File: config.mk
export PLATFORM = sky130hd
export DESIGN_NAME = tt_proj_mux_ctrl
export DESIGN_NICKNAME = d
export VERILOG_FILES = /design/src/rtl/tt_proj_mux_ctrl.sv
export SDC_FILE = /design/constraint.sdc
export NUM_CORES = 1
export LEC_CHECK = 0
export ABC_CLOCK_PERIOD_IN_PS = 6200
export BUFFER_PORTS_ARGS = -buffer_cell sky130_fd_sc_hd__buf_2
export CORE_AREA = 5 5 180 182
export CTS_CLUSTER_DIAMETER = 200
export CTS_CLUSTER_SIZE = 12
export DETAILED_ROUTE_END_ITERATION = 10
export DIE_AREA = 0 0 185 187
export GPL_ROUTABILITY_DRIVEN = 0
export SYNTH_ARGS = -nofsm -noshare
export SYNTH_HDL_FRONTEND = slang
export SYNTH_SLANG_ARGS = --single-unit
export TNS_END_PERCENT = 5
File: constraint.sdc
create_clock -name clk -period 6.2 [get_ports clk]
set_clock_uncertainty 0.2 [all_clocks]
set_input_delay 0.62 -clock clk [delete_from_list [all_inputs] [get_ports clk]]
set_output_delay 0.62 -clock clk [all_outputs]
set_load 0.02 [all_outputs]
File: src/rtl/tt_proj_mux_ctrl.sv
// -----------------------------------------------------------------------------
// tt_proj_mux_ctrl
//
// Shares one set of host pins between N_PROJ wrapped projects. A pending
// address is stepped by sel_inc pulses and cleared by sel_rst_n. While sel_ena
// is high, the project at the pending address gets a one-hot ena, the host pin
// bundle on its iw inputs, and its ow bundle routed back to the host. Every
// enable and every disable is wrapped in a guard interval. During that interval
// the project is enabled but sees clk=0 and rst_n=0 on its iw bundle.
//
// Ports
//   clk        system clock
//   rst_n      asynchronous active-low reset
//   sel_rst_n  async pin, active-low: clears the pending address
//   sel_inc    async pin: each rising edge steps the pending address (wraps)
//   sel_ena    async pin, level: enable the project at the pending address
//   host_iw    host pin bundle {uio_in, ui_in, rst_n, clk}
//   proj_ow    flattened project outputs, project k at [k*OW +: OW]
//   proj_iw    shared iw bus to all wrappers (registered)
//   proj_ena   one-hot or all-zero enable to the wrappers (registered)
//   host_ow    selected project's ow bundle (registered)
//   cur_addr   address of the active or settling project
//   busy       high while a guard interval (settle or drain) is running
// -----------------------------------------------------------------------------
module tt_proj_mux_ctrl #(
    parameter int N_PROJ       = 16,
    parameter int AW           = $clog2(N_PROJ),
    parameter int IW           = 18,
    parameter int OW           = 24,
    parameter int GUARD_CYCLES = 4
) (
    input  logic                 clk,
    input  logic                 rst_n,
    input  logic                 sel_rst_n,
    input  logic                 sel_inc,
    input  logic                 sel_ena,
    input  logic [IW-1:0]        host_iw,
    input  logic [N_PROJ*OW-1:0] proj_ow,
    output logic [IW-1:0]        proj_iw,
    output logic [N_PROJ-1:0]    proj_ena,
    output logic [OW-1:0]        host_ow,
    output logic [AW-1:0]        cur_addr,
    output logic                 busy
);

    localparam int GW = $clog2(GUARD_CYCLES + 1);

    typedef enum logic [1:0] {
        ST_OFF,
        ST_SETTLE,
        ST_ACTIVE,
        ST_DRAIN
    } state_t;

    state_t        state;
    logic [GW-1:0] gcnt;
    logic [AW-1:0] pending;

    logic sel_rst_n_p0, sel_rst_n_s;
    logic sel_inc_p0, sel_inc_s, sel_inc_q;
    logic sel_ena_p0, sel_ena_s;
    logic inc_edge;
    logic leave_req;

    logic [OW-1:0] proj_ow_arr [N_PROJ];

    function automatic logic [N_PROJ-1:0] onehot(input logic [AW-1:0] a);
        logic [N_PROJ-1:0] v;
        v    = '0;
        v[a] = 1'b1;
        return v;
    endfunction

    function automatic logic [AW-1:0] next_addr(input logic [AW-1:0] a);
        return (a == AW'(N_PROJ - 1)) ? '0 : a + AW'(1);
    endfunction

    for (genvar k = 0; k < N_PROJ; k++) begin : g_ow_split
        assign proj_ow_arr[k] = proj_ow[k*OW +: OW];
    end

    assign inc_edge  = sel_inc_s & ~sel_inc_q;
    // Any change of the requested project (or a drop of ena) tears the current one down.
    assign leave_req = ~sel_ena_s | (pending != cur_addr);

    // ---- stage: pin synchronizers and pending address ----
    always_ff @(posedge clk or negedge rst_n) begin
        if (!rst_n) begin
            sel_rst_n_p0 <= 1'b1;
            sel_rst_n_s  <= 1'b1;
            sel_inc_p0   <= 1'b0;
            sel_inc_s    <= 1'b0;
            sel_inc_q    <= 1'b0;
            sel_ena_p0   <= 1'b0;
            sel_ena_s    <= 1'b0;
            pending      <= '0;
        end else begin
            sel_rst_n_p0 <= sel_rst_n;
            sel_rst_n_s  <= sel_rst_n_p0;
            sel_inc_p0   <= sel_inc;
            sel_inc_s    <= sel_inc_p0;
            sel_inc_q    <= sel_inc_s;
            sel_ena_p0   <= sel_ena;
            sel_ena_s    <= sel_ena_p0;
            // The clear pin outranks a coincident increment.
            if (!sel_rst_n_s) begin
                pending <= '0;
            end else if (inc_edge) begin
                pending <= next_addr(pending);
            end
        end
    end

    // ---- stage: selection FSM and registered outputs ----
    always_ff @(posedge clk or negedge rst_n) begin
        if (!rst_n) begin
            state    <= ST_OFF;
            gcnt     <= '0;
            cur_addr <= '0;
            proj_ena <= '0;
            proj_iw  <= '0;
            host_ow  <= '0;
            busy     <= 1'b0;
        end else begin
            case (state)
                ST_OFF: begin
                    proj_ena <= '0;
                    proj_iw  <= '0;
                    host_ow  <= '0;
                    busy     <= 1'b0;
                    if (sel_ena_s) begin
                        cur_addr <= pending;
                        gcnt     <= GW'(GUARD_CYCLES);
                        proj_ena <= onehot(pending);
                        busy     <= 1'b1;
                        state    <= ST_SETTLE;
                    end
                end
                ST_SETTLE: begin
                    // Project is enabled but held with clk low and in reset.
                    proj_iw <= '0;
                    host_ow <= '0;
                    gcnt    <= gcnt - GW'(1);
                    if (leave_req) begin
                        gcnt  <= GW'(GUARD_CYCLES);
                        busy  <= 1'b1;
                        state <= ST_DRAIN;
                    end else if (gcnt == GW'(1)) begin
                        busy  <= 1'b0;
                        state <= ST_ACTIVE;
                    end
                end
                ST_ACTIVE: begin
                    if (leave_req) begin
                        proj_iw <= '0;
                        host_ow <= '0;
                        gcnt    <= GW'(GUARD_CYCLES);
                        busy    <= 1'b1;
                        state   <= ST_DRAIN;
                    end else begin
                        proj_iw <= host_iw;
                        host_ow <= proj_ow_arr[cur_addr];
                    end
                end
                ST_DRAIN: begin
                    // Keep ena up while the project sits in reset, then drop it;
                    // OFF always lasts at least one cycle before the next SETTLE.
                    proj_iw <= '0;
                    host_ow <= '0;
                    gcnt    <= gcnt - GW'(1);
                    if (gcnt == GW'(1)) begin
                        proj_ena <= '0;
                        busy     <= 1'b0;
                        state    <= ST_OFF;
                    end
                end
                default: begin
                    proj_ena <= '0;
                    proj_iw  <= '0;
                    host_ow  <= '0;
                    busy     <= 1'b0;
                    state    <= ST_OFF;
                end
            endcase
        end
    end

endmodule

==> results.cfg, run 1 <==
[die]
row_count = 64
core_area_mm2 = 0.03043
num_io_pins = 470
die_y_um = 187
die_x_um = 185
die-area_mm2 = 0.03460
start_util = 0.2015

[drt]
drcViolationCount = 0
dr.pass1.iters = 5
via_count = 6227
vias_per_cell = 4.768
first_iter_violations = 373
post_drt_wl_per_cell_um = 22.65
wirelength_mm = 29.58
antenna_left = 0

[timing]
slew_violations = 0
setup_viol = 0
fmax_mhz = 314.6
rsz0062_at_grt = no
slew_headroom = 0.2863
worst-slew-pin-transition_ns = 1.071
finalCritPeriodShare = 0.5127
period_minus_slack_ns = 3.179
tns_ns = 0
hold_viol_final = 0

[clock_network]
path_clk_slew_ns = 0.07
cts_tree = done
cts_buffers = 9
htree_levels = 3
clock_sinks = 79
clock-root-buffer = clkbuf_16
clkLatencyLatePin_ns = 0.34
ctsResizeCount = 0
cts_setup_buffers = 0
cts_max_path_buffers = 2

[global_route]
overflow = 0
grtUsageMet2 = 0.2711
busiest_layer = met2
grt_pass1_wl_mm = 42.50
track_usage = 0.1635
use_met3 = 0.05095
grt_antenna_before_repair = 14
grt_max_degree = 76
first_global_vias = 6602
gr-usage-met1 = 0.2086

[synth]
netlist_instances = 455
syn_nets = 874
seq_area_frac_synth = 0.3228
synth_top_area_frac = 0.3526
yosysMostFrequentCell = mux4_2
synth_seq_cells = 79
synthTopCellsByCount = 96 x mux4_2, 77 x dfrtp_1, 48 x a211oi_1, 29 x nand2_1, 27 x nor2b_1
synth_edf_count = 0
synth_cell_types = 49
yosys_warnings = 0
yosysTopAreaCell = mux4_2
postSynthAreaPerCell_um2 = 13.48
syn_area_mm2 = 0.006132
postSynth.asyncResetShare = 1.000
netlist_top_cells_area = mux4_2 35%, dfrtp_1 31%, a211oi_1 5.9%
yosys_most_used_dff = dfrtp_1

[critical_path]
arrival_ns = 3.16
end_kind = flop
r2r_slack_ns = 3.02
cp.required_ns = 6.18
crit_type = flop to flop
crit_fanout = 43
cp-start-kind = flop

[pwr]
leakage_nw = 4.274
peakVddDrop_mv = 0.1512
power_density_mw_per_mm2 = 290.3
finalPower_mw = 2.638

[hold_path]
holdCritPathClass = flop to flop

[job]
drv_cap = 0

[placed_design]
place_hpwl_mm = 24.35
io_buffers = 469

[cells_and_area]
nets = 1315
syn_to_final_growth_pct = 48.17
nFillCells = 3203
drive_gt1_frac = 0.6748

[run_status]
outcome = finished, final reports clean
-- area by class of cell --
class / instances / area [µm²] / area share
Sequential cell: 79 / 1992 / 0.2192
Clock inverter: 7 / 78.83 / 0.008675
Multi-Input combinational cell: 322 / 3837 / 0.4223
Tap cell: 396 / 495.5 / 0.05453
Antenna cell: 9 / 22.52 / 0.002479
Clock buffer: 9 / 225.2 / 0.02479
Timing Repair Buffer: 476 / 2405 / 0.2647
Inverter: 8 / 30.03 / 0.003305
-- cells in the final DEF (no fill, tap or decap), types with 3 or more instances in the layout --
cell       synthesis  final
and3_1            19     19
o41ai_1            4      4
dfrtp_4            0      3
clkbuf_16          0      9
buf_2             11    468
a21oi_1            4      4
nor2b_1           27     27
mux2i_1           25     24
clkinv_4           0      3
ha_1              12     12
o31ai_1           13     13
nand3_1            3      3
buf_4              6      7
dfrtp_1           77     73
inv_1              7      7
nor2_1             5      5
o21ai_0            5      5
mux4_2            96     96
a211oi_1          48     48
nand2_1           29     29
diode_2            0      9
-- report_power, final --
| group | leakage, nW | total, mW | switching [mW] | internal, mW |
|---|---|---|---|---|
| registers | 1.05 | 0.717 | 0.128 | 0.588 |
| clock network | 0.150 | 0.567 | 0.250 | 0.317 |
| logic | 3.07 | 1.35 | 0.615 | 0.740 |
-- cell families after synthesis --
logic type,share of synthesized area
muxes,0.3995
and+or+nand+nor,0.07998
AOI/OAI and AO/OA,0.1130
DFF,0.3228
buffers and inverters,0.05203
adders and majority gates,0.02448
xor gates and xnor gates,0.008162
-- routing by layer --
metal	vias to the layer above	routed length, µm	part of all wire
met3	28	2608	0.088
li1	2731	-	-
met5	-	67	0.0023
met1	3134	11500	0.39
met4	8	245	0.0083
met2	326	15160	0.51
-- worst max-delay path: stages (launching register included) --
cell and delay (ns):
dfrtp_4 0.96, buf_4 0.72, mux4_2 0.58, nor2b_1 0.15
a211oi_1 0.25, a211oi_1 0.08
-- timing repair --
action / 4_1_cts / 5_1_grt
hold endpoints to repair: 4 / 0
hold buffers: 1 / 0
setup endpoints to repair: 0 / 0
-- state kept, by name, summed over array words and instances (netlist names) --
register and flops:
gcnt 3, sel_inc_q 1, busy 1, sel_ena_p0 1
sel_rst_n_p0 1, sel_rst_n_s 1, proj_iw 18, state 2
proj_ena 16, pending 4, host_ow 24, sel_inc_s 1
cur_addr 4, sel_ena_s 1, sel_inc_p0 1
-- per-stage QoR --
stage               instances  hold WS (ns)    util  worst slack [ns]  area [µm²]
floorplan                 455        0.1244       -             4.150        6132
global placement         1280        0.1358  0.2875             2.989        8750
detailed placement       1280        0.1426  0.2875             2.895        8750
CTS                      1297        0.1449  0.2979             2.885        9064
global route             1304        0.1444  0.2984             2.656        9081
finish                   1306        0.1527  0.2986             3.021        9086
-- final timing paths --
check / start / endpoint / depth (start not counted)
worst max-delay path: cur_addr[0] / host_ow[4] / 5
worst min-delay path: sel_inc_p0 / sel_inc_s / 0
worst max register to register: cur_addr[0] / host_ow[4] / 5
worst min register to register: sel_inc_p0 / sel_inc_s / 0
max in group asynchronous: rst_n / cur_addr[0] / 3
min in group asynchronous: rst_n / proj_ena[15] / 2
Note: power is estimated with default switching activity, not from simulation.
==> run 2, diff against run 1 <==
- ABC_CLOCK_PERIOD_IN_PS: 6200 -> 2900
- clock period: 6.2 -> 2.9 ns (I/O delays scaled with it)
==> run 2 against run 1 <==
Global-route usage rose by 0.12 points. Total power up 120%. Setup slack lost 2.6 ns. Largest power group unchanged.
==> results.cfg, run 2 (synthesis gave the netlist of run 1 again) <==
[timing]
tns_ns = 0
rsz0062_at_grt = no
layout_setup_ws_ns = 0.4247
worst-slew-pin-transition_ns = 0.6729
slew_headroom = 0.5498
setup_viol = 0
finalCritPeriodShare = 0.8535
period_minus_slack_ns = 2.475
hold_viol_final = 0
fmax_mhz = 404.0
hold_slack_ns = 0.1559
slew_violations = 0

[placed_design]
io_buffers = 469
place_area_mm2 = 0.008895
place_hpwl_mm = 24.20
pre_cts_ws_ns = 0.3306

[clock_network]
cts_max_path_buffers = 2
clkLatencyLatePin_ns = 0.34
cts_tree = done
clock_sinks = 79
ctsResizeCount = 0
path_clk_slew_ns = 0.07
htree_levels = 3
clock-root-buffer = clkbuf_16
cts_buffers = 9

[drt]
wirelength_mm = 29.71
drcViolationCount = 0
post_drt_wl_per_cell_um = 22.27
dr.pass1.iters = 5
antenna_left = 0
via_count = 6300
first_iter_violations = 418
vias_per_cell = 4.723

[global_route]
first_global_vias = 6844
grt_pass1_wl_mm = 42.97
track_usage = 0.1647
grt_antenna_before_repair = 10
overflow = 0
grt_max_degree = 99

[pwr]
power_density_mw_per_mm2 = 620.0
peakVddDrop_mv = 0.2875
leakage_nw = 4.436

[cells_and_area]
final_cell_mix = 468 x buf_2, 96 x mux4_2, 73 x dfrtp_1, 48 x a211oi_1, 29 x nand2_1
syn_to_final_growth_pct = 53.93
nets = 1347
top_register = host_ow
nFillCells = 3121
drive_gt1_frac = 0.6635
finalInstanceArea_mm2 = 0.009439
top_regs = host_ow x24, proj_iw x18, proj_ena x16
post-route-util = 0.3102
largest_register_ffs = 24
final_common_cell = buf_2

[die]
num_io_pins = 470
die-area_mm2 = 0.03460
start_util = 0.2015
die_x_um = 185
row_count = 64
core_area_mm2 = 0.03043
die_y_um = 187

[critical_path]
end_kind = flop
cp.required_ns = 2.93
crit_type = flop to flop
crit_fanout = 24
cp-start-kind = flop
arrival_ns = 2.51

[run_status]
outcome = finished, final reports clean

[job]
drv_cap = 0

[hold_path]
holdCritPathClass = flop to flop
run 2: changes by cell type in the layout (fill, tap and decap cells not counted):
cell	delta
dlygate4sd3_1	+21
buf_12	+5
clkinv_4	-2
diode_2	-4
inv_8	+2
clkinvlp_4	+1
clkinv_2	-1
buf_4	+6
run 2: metal layers:
layer | GRT usage | vias to the layer above | wire length, µm
li1 | - | 2793 | -
met5 | 0 | - | 41
met1 | 0.2129 | 3126 | 11830
met4 | 0.03557 | 6 | 545
met3 | 0.04745 | 33 | 2547
met2 | 0.2742 | 342 | 14740
run 2: final timing paths:
path	from	depth (start not counted)	to	slack (ns)
max	cur_addr[0]	4	host_ow[10]	0.42
min reg2reg	sel_rst_n_p0	0	sel_rst_n_s	0.16
max reg2reg	cur_addr[0]	4	host_ow[10]	0.42
max in group asynchronous	rst_n	3	proj_iw[6]	1.57
min	sel_rst_n_p0	0	sel_rst_n_s	0.16
min in group asynchronous	rst_n	2	proj_ena[14]	0.26
run 2: metrics by stage:
step                      std cells  total power, mW
final                          1334            5.852
after global routing           1334            6.274
after CTS                      1329            5.982
after detailed placement       1291            4.670
after global placement         1291            4.627
after floorplan                 455            3.774
run 2: final cells by class:
| type | instances | area (µm²) | area share |
|---|---|---|---|
| diodes | 5 | 12.51 | 0.001326 |
| multi-input cells | 322 | 3837 | 0.4065 |
| repair buffers | 508 | 2760 | 0.2924 |
| flip-flops and latches | 79 | 1992 | 0.2110 |
| clock buffers | 9 | 225.2 | 0.02386 |
| clock inverters | 7 | 86.33 | 0.009146 |
| well taps | 396 | 495.5 | 0.05249 |
| inverters | 8 | 30.03 | 0.003181 |
run 2: timing repair:
| item | 4_1_cts | 5_1_grt |
|---|---|---|
| hold buffers | 22 | 0 |
| hold endpoints to repair | 54 | 0 |
| buffers inserted | 0 | 0 |
| setup endpoints to repair | 0 | 0 |
run 2: worst max-delay path, cell delays in order, from the launching register on:
cell and delay [ns]:
dfrtp_4 0.65, a211oi_4 0.36, and2_4 0.34, nand2_2 0.43, a211oi_1 0.37
run 2: report_power, final:
group / internal, mW / switching (mW)
sequential: 1.26 / 0.155
combinational: 1.71 / 1.48
clock: 0.689 / 0.558
==> run 3, diff against run 2 <==
- CORE_AREA: 5 5 180 182 -> 4 4 179 181
- DIE_AREA: 0 0 185 187 -> 0 0 183 185
==> run 3 against run 2 <==
Register-to-register slack gained 0.02 ns. Clock-buffer cell count up 2. Critical path depth increased by 1. Clock power barely moved. Global-route usage is 0.84 points lower. Sequential cell count stayed put. Maximum frequency rose by 0.92%. Combinational power barely moved. Total power decreased by 0.75%. Final area shrank 0.23%. First-iteration DRC count shrank 12%. Sequential share of layout area barely moved. Critical endpoint is now host_ow[9]. Largest power group unchanged. Highest routed layer unchanged.
==> results.cfg, run 3 (synthesis gave the netlist of run 1 again) <==
[run_status]
outcome = finished, final reports clean

[critical_path]
cp-start-kind = flop
end_kind = flop
cp.required_ns = 2.93
arrival_ns = 2.49
crit_fanout = 24
crit_type = flop to flop

[placed_design]
io_buffers = 469
place_hpwl_mm = 23.50

[cells_and_area]
multi_input_area_mm2 = 0.003837
nFillCells = 3178
largest_register_ffs = 24
top_regs = host_ow x24, proj_iw x18, proj_ena x16
drive_gt1_frac = 0.6606
final_cell_mix = 468 x buf_2, 96 x mux4_2, 73 x dfrtp_1, 48 x a211oi_1, 29 x nand2_1
top_register = host_ow
final_common_cell = buf_2
syn_to_final_growth_pct = 53.58
register_area_mm2 = 0.001992
nets = 1342

[timing]
finalCritPeriodShare = 0.8458
worst-slew-pin-transition_ns = 0.6748
period_minus_slack_ns = 2.453
hold_viol_final = 0
setup_viol = 0
slew_violations = 0
rsz0062_at_grt = no
tns_ns = 0
fmax_mhz = 407.7
slew_headroom = 0.5485

[clock_network]
clkLatencyLatePin_ns = 0.34
cts_max_path_buffers = 2
clock-root-buffer = clkbuf_16
path_clk_slew_ns = 0.06
cts_buffers = 9
htree_levels = 3
clock_sinks = 79
cts_tree = done

[global_route]
grt_pass1_wl_mm = 39.81
first_global_vias = 6469
track_usage = 0.1563
grt_max_degree = 99
grt_antenna_before_repair = 8
overflow = 0

[die]
start_util = 0.2015
die_y_um = 185
row_count = 64
num_io_pins = 470
die-area_mm2 = 0.03386
die_x_um = 183
core_area_mm2 = 0.03043

[pwr]
power_density_mw_per_mm2 = 616.7
leakage_nw = 4.419
finalPower_mw = 5.808
peakVddDrop_mv = 0.4281

[drt]
first_iter_violations = 369
vias_per_cell = 4.789
dr.pass1.iters = 4
via_count = 6369
post_drt_wl_per_cell_um = 21.29
wirelength_mm = 28.32
drcViolationCount = 0
antenna_left = 0

[job]
drv_cap = 0

[hold_path]
holdCritPathClass = flop to flop
run 3: cell count changes in the layout (fill, tap and decap cells not counted):
cell        change
buf_4           -5
bufinv_16       +1
clkbuf_1        +1
clkbuf_8        +1
clkinv_2        +1
clkinv_4        +1
clkinvlp_4      -1
diode_2         +1
inv_6           -2
inv_8           -2
run 3: critical path: stages (launching register included):
cell and delay, ns:
dfrtp_1 0.46, xor2_2 0.22, a211oi_4 0.32, and2_4 0.35, nand2_2 0.43, a211oi_1 0.35
run 3: layer usage:
layer	track usage	up-vias	share of wire
met5	0	-	0.0019
met4	0.04142	8	0.019
met3	0.04733	40	0.086
met2	0.2541	317	0.50
met1	0.2041	3215	0.39
li1	-	2789	-
run 3: power by group:
group	leakage, nW	switching [mW]	total [mW]	internal, mW
logic	3.20	1.52	3.18	1.67
registers	1.05	0.0995	1.36	1.26
clock network	0.160	0.483	1.26	0.780
run 3: metrics by stage:
| step | hold WS (ns) | setup slack [ns] | util | instance area, µm² | std cells |
|---|---|---|---|---|---|
| floorplan | -0.2056 | 0.8504 | - | 6132 | 455 |
| global placement | 0.08466 | 0.4971 | 0.2911 | 8857 | 1286 |
| detailed placement | 0.08990 | 0.4346 | 0.2911 | 8857 | 1286 |
| CTS | 0.1558 | 0.4124 | 0.3090 | 9403 | 1324 |
| global route | 0.1680 | 0.2700 | 0.3093 | 9413 | 1328 |
| finish | 0.1548 | 0.4473 | 0.3095 | 9418 | 1330 |
run 3: area by class of cell:
type | count | share of cell area
diodes | 6 | 0.001594
clock buffers | 11 | 0.02577
clock inverters | 5 | 0.008768
inverters | 8 | 0.003189
multi-input cells | 322 | 0.4075
flip-flops and latches | 79 | 0.2115
well taps | 396 | 0.05261
repair buffers | 503 | 0.2891
run 3: path summary, 6_finish.rpt:
kind,endpoint,slack (ns),from,cells after the start
max in group asynchronous,host_ow[18],1.59,rst_n,3
worst min register to register,sel_inc_s,0.15,sel_inc_p0,0
worst max-delay path,host_ow[9],0.45,pending[1],5
min in group asynchronous,proj_ena[11],0.26,rst_n,2
worst min-delay path,sel_inc_s,0.15,sel_inc_p0,0
worst max register to register,host_ow[9],0.45,pending[1],5
run 3: what timing repair did:
item                                   CTS  global route
hold buffers                            22             0
setup buffers                            0             0
endpoints found under the hold margin   51             0
gates resized for setup                  0             0
